### config.mk
export PLATFORM = sky130hd
export DESIGN_NAME = memory_access
export DESIGN_NICKNAME = d
export VERILOG_FILES = /design/src/rtl/memory_access.sv
export SDC_FILE = /design/constraint.sdc
export NUM_CORES = 1
export LEC_CHECK = 0
export ABC_AREA = 1
export CORE_UTILIZATION = 51
export CTS_BUF_LIST = sky130_fd_sc_hd__clkbuf_4
export DETAILED_ROUTE_END_ITERATION = 7
export GPL_TIMING_DRIVEN = 0
export PLACE_DENSITY = 0.89
export SLEW_MARGIN = 20
export SYNTH_ARGS = -nofsm -noshare
export SYNTH_HDL_FRONTEND = slang
export SYNTH_SLANG_ARGS = --single-unit
### constraint.sdc
create_clock -name clk -period 3.6 [get_ports clk]
set_input_delay 0.36 -clock clk [delete_from_list [all_inputs] [get_ports clk]]
set_output_delay 0.36 -clock clk [all_outputs]
set_load 0.01 [all_outputs]
### src/rtl/memory_access.sv
// Memory-access pipeline stage: byte-lane steering for stores and sign/zero extension for loads
// over a command/ack plus ready data bus. Optional misaligned-access trap: MEM_ALIGN_CHECK_EN.
module memory_access #(
  parameter int ADDR_WIDTH  = 32,
  parameter int DATA_WIDTH  = 32,
  parameter int REGNO_WIDTH = 5
) (
  input  logic                   clk,
  input  logic                   nrst,
  input  logic                   i_exec_stall,
  input  logic                   i_fetch_stall,
  output logic                   o_mem_stall,
  input  logic [5:0]             i_op,
  input  logic [REGNO_WIDTH-1:0] i_dst_gpr,
  input  logic [DATA_WIDTH-1:0]  i_result,
  input  logic [DATA_WIDTH-1:0]  i_mem_data,
  output logic [ADDR_WIDTH-1:0]  o_dm_addr,
  output logic                   o_dm_rnw,
  output logic                   o_dm_cmd,
  input  logic                   i_dm_ack,
  output logic [DATA_WIDTH-1:0]  o_dm_data,
  output logic [3:0]             o_dm_be,
  input  logic                   i_dm_rdy,
  input  logic [DATA_WIDTH-1:0]  i_dm_data,
  output logic [REGNO_WIDTH-1:0] o_dst_gpr,
  output logic [DATA_WIDTH-1:0]  o_result
`ifdef MEM_ALIGN_CHECK_EN
  ,
  output logic                   o_addr_err
`endif
);

  localparam logic [5:0] OP_LB  = 6'h20;
  localparam logic [5:0] OP_LH  = 6'h21;
  localparam logic [5:0] OP_LW  = 6'h23;
  localparam logic [5:0] OP_LBU = 6'h24;
  localparam logic [5:0] OP_LHU = 6'h25;
  localparam logic [5:0] OP_SB  = 6'h28;
  localparam logic [5:0] OP_SH  = 6'h29;
  localparam logic [5:0] OP_SW  = 6'h2B;

  typedef enum logic [1:0] {IDLE, CMD, DATA} state_t;

  state_t                 state_q, state_d;
  logic [5:0]             op_q, op_d;
  logic [REGNO_WIDTH-1:0] dst_q, dst_d;
  logic [1:0]             alo_q, alo_d;
  logic [ADDR_WIDTH-1:0]  dm_addr_q, dm_addr_d;
  logic                   dm_rnw_q, dm_rnw_d;
  logic                   dm_cmd_q, dm_cmd_d;
  logic [DATA_WIDTH-1:0]  dm_data_q, dm_data_d;
  logic [3:0]             dm_be_q, dm_be_d;
  logic [REGNO_WIDTH-1:0] dst_gpr_q, dst_gpr_d;
  logic [DATA_WIDTH-1:0]  result_q, result_d;
  logic                   addr_err_q, addr_err_d;

  logic                   core_stall;
  logic                   in_is_mem, in_is_load, mis;
  logic [DATA_WIDTH-1:0]  st_data;
  logic [3:0]             st_be;
  logic [DATA_WIDTH-1:0]  rd_shift, ld_data;
  logic [15:0]            rd_half;
  logic                   q_is_load;

  // Stall is a pure function of state so downstream stages see no input-to-output path.
  assign o_mem_stall = (state_q != IDLE);
  assign core_stall  = i_exec_stall | i_fetch_stall | o_mem_stall;

  always_comb begin
    in_is_load = (i_op == OP_LB) || (i_op == OP_LH) || (i_op == OP_LW) ||
                 (i_op == OP_LBU) || (i_op == OP_LHU);
    in_is_mem  = in_is_load || (i_op == OP_SB) || (i_op == OP_SH) || (i_op == OP_SW);
    q_is_load  = (op_q == OP_LB) || (op_q == OP_LH) || (op_q == OP_LW) ||
                 (op_q == OP_LBU) || (op_q == OP_LHU);
  end

  always_comb begin
    mis = 1'b0;
`ifdef MEM_ALIGN_CHECK_EN
    if ((i_op == OP_LH || i_op == OP_LHU || i_op == OP_SH) && i_result[0])
      mis = 1'b1;
    if ((i_op == OP_LW || i_op == OP_SW) && (i_result[1:0] != 2'b00))
      mis = 1'b1;
`endif
  end

  // Store data is replicated across lanes so the byte enables alone pick the target bytes.
  always_comb begin
    st_data = i_mem_data;
    st_be   = 4'b1111;
    case (i_op)
      OP_SB: begin
        st_data = {4{i_mem_data[7:0]}};
        st_be   = 4'b0001 << i_result[1:0];
      end
      OP_SH: begin
        st_data = {2{i_mem_data[15:0]}};
        st_be   = i_result[1] ? 4'b1100 : 4'b0011;
      end
      default: ;
    endcase
  end

  always_comb begin
    rd_shift = i_dm_data >> {alo_q, 3'b000};
    rd_half  = alo_q[1] ? i_dm_data[31:16] : i_dm_data[15:0];
    case (op_q)
      OP_LB:   ld_data = {{(DATA_WIDTH-8){rd_shift[7]}}, rd_shift[7:0]};
      OP_LBU:  ld_data = {{(DATA_WIDTH-8){1'b0}}, rd_shift[7:0]};
      OP_LH:   ld_data = {{(DATA_WIDTH-16){rd_half[15]}}, rd_half};
      OP_LHU:  ld_data = {{(DATA_WIDTH-16){1'b0}}, rd_half};
      default: ld_data = i_dm_data;
    endcase
  end

  always_comb begin
    state_d    = state_q;
    op_d       = op_q;
    dst_d      = dst_q;
    alo_d      = alo_q;
    dm_addr_d  = dm_addr_q;
    dm_rnw_d   = dm_rnw_q;
    dm_cmd_d   = dm_cmd_q;
    dm_data_d  = dm_data_q;
    dm_be_d    = dm_be_q;
    dst_gpr_d  = dst_gpr_q;
    result_d   = result_q;
    addr_err_d = 1'b0;
    case (state_q)
      IDLE: begin
        if (!core_stall) begin
          if (in_is_mem && mis) begin
            dst_gpr_d  = '0;
            addr_err_d = 1'b1;
          end else if (in_is_mem) begin
            op_d      = i_op;
            dst_d     = i_dst_gpr;
            alo_d     = i_result[1:0];
            dst_gpr_d = '0;
            dm_cmd_d  = 1'b1;
            dm_addr_d = {i_result[ADDR_WIDTH-1:2], 2'b00};
            dm_rnw_d  = in_is_load;
            dm_data_d = st_data;
            dm_be_d   = st_be;
            state_d   = CMD;
          end else begin
            dst_gpr_d = i_dst_gpr;
            result_d  = i_result;
          end
        end
      end
      CMD: begin
        // A rdy arriving together with ack belongs to no data phase yet and is dropped.
        if (i_dm_ack) begin
          dm_cmd_d = 1'b0;
          state_d  = DATA;
        end
      end
      DATA: begin
        if (i_dm_rdy) begin
          if (q_is_load) begin
            dst_gpr_d = dst_q;
            result_d  = ld_data;
          end else begin
            dst_gpr_d = '0;
          end
          state_d = IDLE;
        end
      end
      default: state_d = IDLE;
    endcase
  end

  always_ff @(posedge clk or negedge nrst) begin
    if (!nrst) begin
      state_q    <= IDLE;
      op_q       <= '0;
      dst_q      <= '0;
      alo_q      <= '0;
      dm_addr_q  <= '0;
      dm_rnw_q   <= 1'b0;
      dm_cmd_q   <= 1'b0;
      dm_data_q  <= '0;
      dm_be_q    <= '0;
      dst_gpr_q  <= '0;
      result_q   <= '0;
      addr_err_q <= 1'b0;
    end else begin
      state_q    <= state_d;
      op_q       <= op_d;
      dst_q      <= dst_d;
      alo_q      <= alo_d;
      dm_addr_q  <= dm_addr_d;
      dm_rnw_q   <= dm_rnw_d;
      dm_cmd_q   <= dm_cmd_d;
      dm_data_q  <= dm_data_d;
      dm_be_q    <= dm_be_d;
      dst_gpr_q  <= dst_gpr_d;
      result_q   <= result_d;
      addr_err_q <= addr_err_d;
    end
  end

  assign o_dm_addr = dm_addr_q;
  assign o_dm_rnw  = dm_rnw_q;
  assign o_dm_cmd  = dm_cmd_q;
  assign o_dm_data = dm_data_q;
  assign o_dm_be   = dm_be_q;
  assign o_dst_gpr = dst_gpr_q;
  assign o_result  = result_q;

`ifdef MEM_ALIGN_CHECK_EN
  assign o_addr_err = addr_err_q;
`else
  logic unused_err;
  assign unused_err = addr_err_q;
`endif

endmodule

## After elaboration in Yosys (flattened, before gate mapping)

Index checks and enable logic that the tools add are counted.
W data, S select, Z words.

| cells by class | value |
|---|---|
| multiplexer cells | 24 |
| shifts and indexed selects | 2 |
| bitwise gates (word level) | 3 |
| equal/unequal tests | 21 |
| reduce and logical (&&, ||, !) cells | 20 |

Operator list:

| kind | count |
|---|---|
| $mux W32 | 4 |
| $pmux W32 S2 | 2 |
| $pmux W32 S4 | 1 |
| $eq A6 B6 Y1 const B | 13 |
| $shr A32 B5 Y8 | 1 |
| $mux W5 | 4 |
| $mux W16 | 1 |
| $ne A2 B2 Y1 const B | 6 |
| $logic_or A1 B1 Y1 | 11 |
| $pmux W5 S2 | 1 |
| $mux W2 | 4 |
| $pmux W4 S2 | 1 |
| $reduce_and A4 Y1 | 2 |
| $pmux W2 S3 | 1 |
| $reduce_and A3 Y1 | 2 |
| $reduce_bool A2 Y1 | 3 |
| $reduce_and A5 Y1 | 1 |
| $mux W4 | 1 |
| $shl A1 B2 Y4 const A | 1 |
| $mux W1 | 3 |
| $eq A2 B1 Y1 const B | 1 |
| $eq A2 B2 Y1 const B | 1 |
| $logic_not A2 Y1 | 1 |
| $or A1 B1 Y1 | 2 |
| 2 further kinds | 2 |

| word-level totals | value |
|---|---|
| output and inout bits | 108 |
| bits in registers | 120 |
| logic and storage cells | 81 |
| input port bits | 113 |

## Depth between registers and ports, before layout

| depth | value |
|---|---|
| depth in word-level cells | 11 |
| gate-level depth with buffers | 11 |
| mapped depth without buffers | 10 |

## Least setup slack after synthesis

Ideal clock, no wire load.

| timing | value |
|---|---|
| path kind | input -> register |
| start | input i_fetch_stall |
| end | register result_q[7] (netlist: o_result[7]) |
| stages | 10 |
| library setup time | 118 ps |
| arrival | 1397 ps |
| setup slack | 2085 ps |
| path buffers | 1 |
| required time | 3482 ps |
| cell sequence | or2_1 -> nand2_1 -> nand2_1 -> nor2_4 -> nand2_4 -> nor2_8 -> inv_2 -> buf_6 -> nand2_1 -> nand2_1 |

| between the ends | value |
|---|---|
| cells in the longest elaborated chain, start to end | 4 |

Ends and longest elaborated chain:

| what | line | RTL |
|---|---|---|
| start: declaration | 11 | `input logic i_fetch_stall,` |
| $or A1 B1 Y1 (2 in series) | 67 | `assign core_stall = i_exec_stall \| i_fetch_stall \| o_mem_stall;` |
| $ne A2 B2 Y1 (no line) | - |  |
| $reduce_and A5 Y1 (no line) | - |  |
| end signal: assignment | 199 | `result_q <= result_d;` |
| end: declaration | 54 | `logic [DATA_WIDTH-1:0] result_q, result_d;` |

No other way between the ends.
A chain may end at the register's enable or synchronous reset.

## Worst setup path after layout

| timing | value |
|---|---|
| start | register state_q[1] |
| end | output o_mem_stall |

| between the ends | value |
|---|---|
| cells in the longest elaborated chain, start to end | 1 |

Ends and longest elaborated chain:

| what | line | RTL |
|---|---|---|
| start: declaration | 44 | `state_t state_q, state_d;` |
| start signal: assignment | 189 | `state_q <= state_d;` |
| $reduce_bool A2 Y1 | 66 | `assign o_mem_stall = (state_q != IDLE);` |
| end: declaration | 12 | `output logic o_mem_stall,` |

No other way between the ends.

==> results by group <==
Run status
  • Status: finished clean

Final layout
  • Layout cell share with drive strength beyond 1: 7.086%
  • Area of the multi-input gates: 2786 sq um
  • Filler cells: 943
  • Final #Nets: 1,229
  • Final Core Density: 75.16%
  • Storage cell area: 3003 sq um
  • Layout area overhead: 43.64%

Clocking
  • # H-tree levels: 4
  • CTS max path bufs: 2
  • Clock root buffer: clkbuf_4
  • Post-CTS setup repair buffer count: 0
  • CTS Hold Bufs: 1
  • CTS tree: yes
  • Later-pin clock latency in the skew report: 0.56 ns
  • Post-CTS sizing: 0
  • Inserted Clock Buffers: 17
  • Clk slew on worst S/H paths: 0.11 ns
  • Clock Sinks: 120

STA
  • Worst slew margin: 44.19%
  • PnR worst setup slack: 1.535 ns
  • Max Fclk: 0.4842 GHz
  • Hold Slack: 0.2764 ns
  • Unrepaired setup endpoints after global routing: false
  • Clock Skews: 0.01587 ns
  • Tmin final: 2.065 ns
  • Final setup viols: 0
  • Least-Margin Pin Slew: 0.8341 ns
  • Fin crit share: 57.37%
  • Hold Fails Final Rpt: 0
  • Final Slew Violations: 0

Power and ir drop
  • Power Density: 552.7 nW/um^2
  • Design Power: 5.010 mW
  • P_leak: 4.478 nW
  • VDD IR max: 329.1 uV

Min path
  • HP Class: input port to async pin

Drt
  • Routed len/inst: 16.67 um
  • Vias: 6,915
  • DRC violation total after the first TritonRoute iteration: 575
  • Vias per inst: 5.327
  • Router iterations before antenna repair: 6
  • Drc violations: 0
  • Final wirelength: 21.64 mm
  • Antenna Nets Post-Route: 0

Yosys
  • Post-synthesis adder-cell area fraction: 0%
  • Compound-Gate Fraction of Synth Area: 7.554%
  • Sequential area share after synthesis: 47.58%
  • Most common cell in the synthesized netlist: nand2_1
  • Mapped Cells: 876
  • Multiplexer share of the synthesized area: 0%
  • Top post-synthesis cells by count: 369 x nand2_1, 145 x nand3_1, 120 x dfrtp_1
  • Syn_area_per_cell: 7.204 sq um
  • Ys flop type: dfrtp_1
  • Main combinational cell family by area after synthesis: simple AND/OR/NAND/NOR gates
  • Post-Syn Area: 6311 sq um
  • Unique masters post-synth: 26
  • Top cells by area, synth: dfrtp_1 48%, nand2_1 22%, nand3_1 11%, inv_1 3.6%, o21ai_0 2.5%
  • Post-synth ARST share: 100.0%
  • Synth Area in Simple Gates: 36.48%
  • Yosys top cell by area: dfrtp_1
  • Post-Synth XOR/XNOR Area: 0%
  • Register bit total from synthesis: 120
  • Yosys top cell area share: 47.58%
  • EDFF count, synth: 0
  • Synthesis Warnings: 0

GRT
  • Remaining Overflow, GRT: 0
  • Largest net degree at the start of global routing: 80
  • Initial antenna violation count: 1
  • Vias in the first global route: 6,550
  • First-pass GRT wire length: 34.31 mm
  • Global-route usage over all layers: 35.30%

Floorplanning
  • Starting Density: 52.32%
  • Die Y-Extent: 113.2 um
  • # IOs: 221
  • Site Rows: 40
  • Die area: 12,820 sq um
  • Core ar.: 12,060 sq um
  • Width of the die: 113.2 um

Worst setup path
  • Kind of critical path: register to primary output
  • CP Capture Type: primary output
  • Critical path fanouts, max: 4
  • Worst EP required: 3.24 ns
  • Critical path startpoint category: register
  • Worst EP arrival: 1.71 ns

Placement
  • Hpwl dp: 16.38 mm
  • Final Wtd Congestion: 0.9793
  • PortBufs: 218
  • Pre-CTS WS: 1.372 ns

Flow run
  • # Max-Cap Violations: 0
power by group:
| group | switching (mW) | total, mW | internal [mW] |
|---|---|---|---|
| Combinational | 1.02 | 2.00 | 0.989 |
| Sequential | 0.213 | 1.92 | 1.71 |
| Clock | 0.531 | 1.08 | 0.550 |
| Total | 1.76 | 5.01 | 3.25 |
stage by stage:
stage | instances | cell area, sq um | TNS [ns]
global placement | 1263 | 8707 | -279.51
detailed placement | 1264 | 8736 | 0
global route | 1298 | 9065 | 0
CTS | 1297 | 9062 | 0
finish | 1298 | 9065 | 0
floorplan | 877 | 6315 | 0
cell type report:
type                    count  share of cell area [%]
clock inverters            14                   2.001
inverters                  66                   2.733
clock buffers              18                   1.491
well taps                 168                   2.319
plain buffers              51                   3.064
multi-input cells         640                   30.74
flip-flops and latches    120                   33.13
repair buffers            220                   24.50
diodes                      1                 0.02761
cells by family after synthesis:
kind of cell	after synthesis
simple gates	545
flops	120
buf+inv	117
compound gates	93
other cells	1
routing by layer:
layer	GRT usage [%]	part of all wire, %	vias to the layer above
li1	-	-	3288
met1	45.38	42	3233
met2	57.79	47	339
met3	6.802	7.9	55
met4	16.58	3.6	0
met5	0	0	-
state kept, by name, indices dropped and copies added (netlist names):
name,count
o_dm_rnw,1
o_result,32
o_dm_addr,30
o_dm_cmd,1
state_q,2
o_dst_gpr,5
op_q,6
o_dm_data,32
alo_q,2
o_dm_be,4
dst_q,5
placed cells by master (no fill, tap or decap), drive strengths merged, types with 4 or more instances in the layout:
| cell | count |
|---|---|
| a21oi | 30 |
| buf | 37 |
| bufinv | 4 |
| clkbuf | 34 |
| clkdlybuf4s50 | 217 |
| clkinv | 7 |
| dfrtp | 120 |
| inv | 66 |
| nand2 | 371 |
| nand3 | 145 |
| nand4 | 8 |
| nor2 | 19 |
| o21ai | 60 |
final timing paths:
check	endpoint	from	slack [ns]	depth (start not counted)
max in group asynchronous	o_dm_addr[3]	nrst	2.60	3
min	o_dm_addr[10]	nrst	0.28	2
max	o_mem_stall	state_q[1]	1.53	3
min reg2reg	o_result[17]	o_result[17]	0.49	2
min in group clk	dst_q[1]	i_dst_gpr[1]	0.37	3
max reg2reg	o_result[5]	op_q[0]	1.71	9
critical path, cell delays in order (launching register included):
cell	delay (ns)
dfrtp_1	0.42
nor2_1	0.14
inv_1	0.09
clkdlybuf4s50_1	0.50
Note: power is estimated with default switching activity, not from simulation.
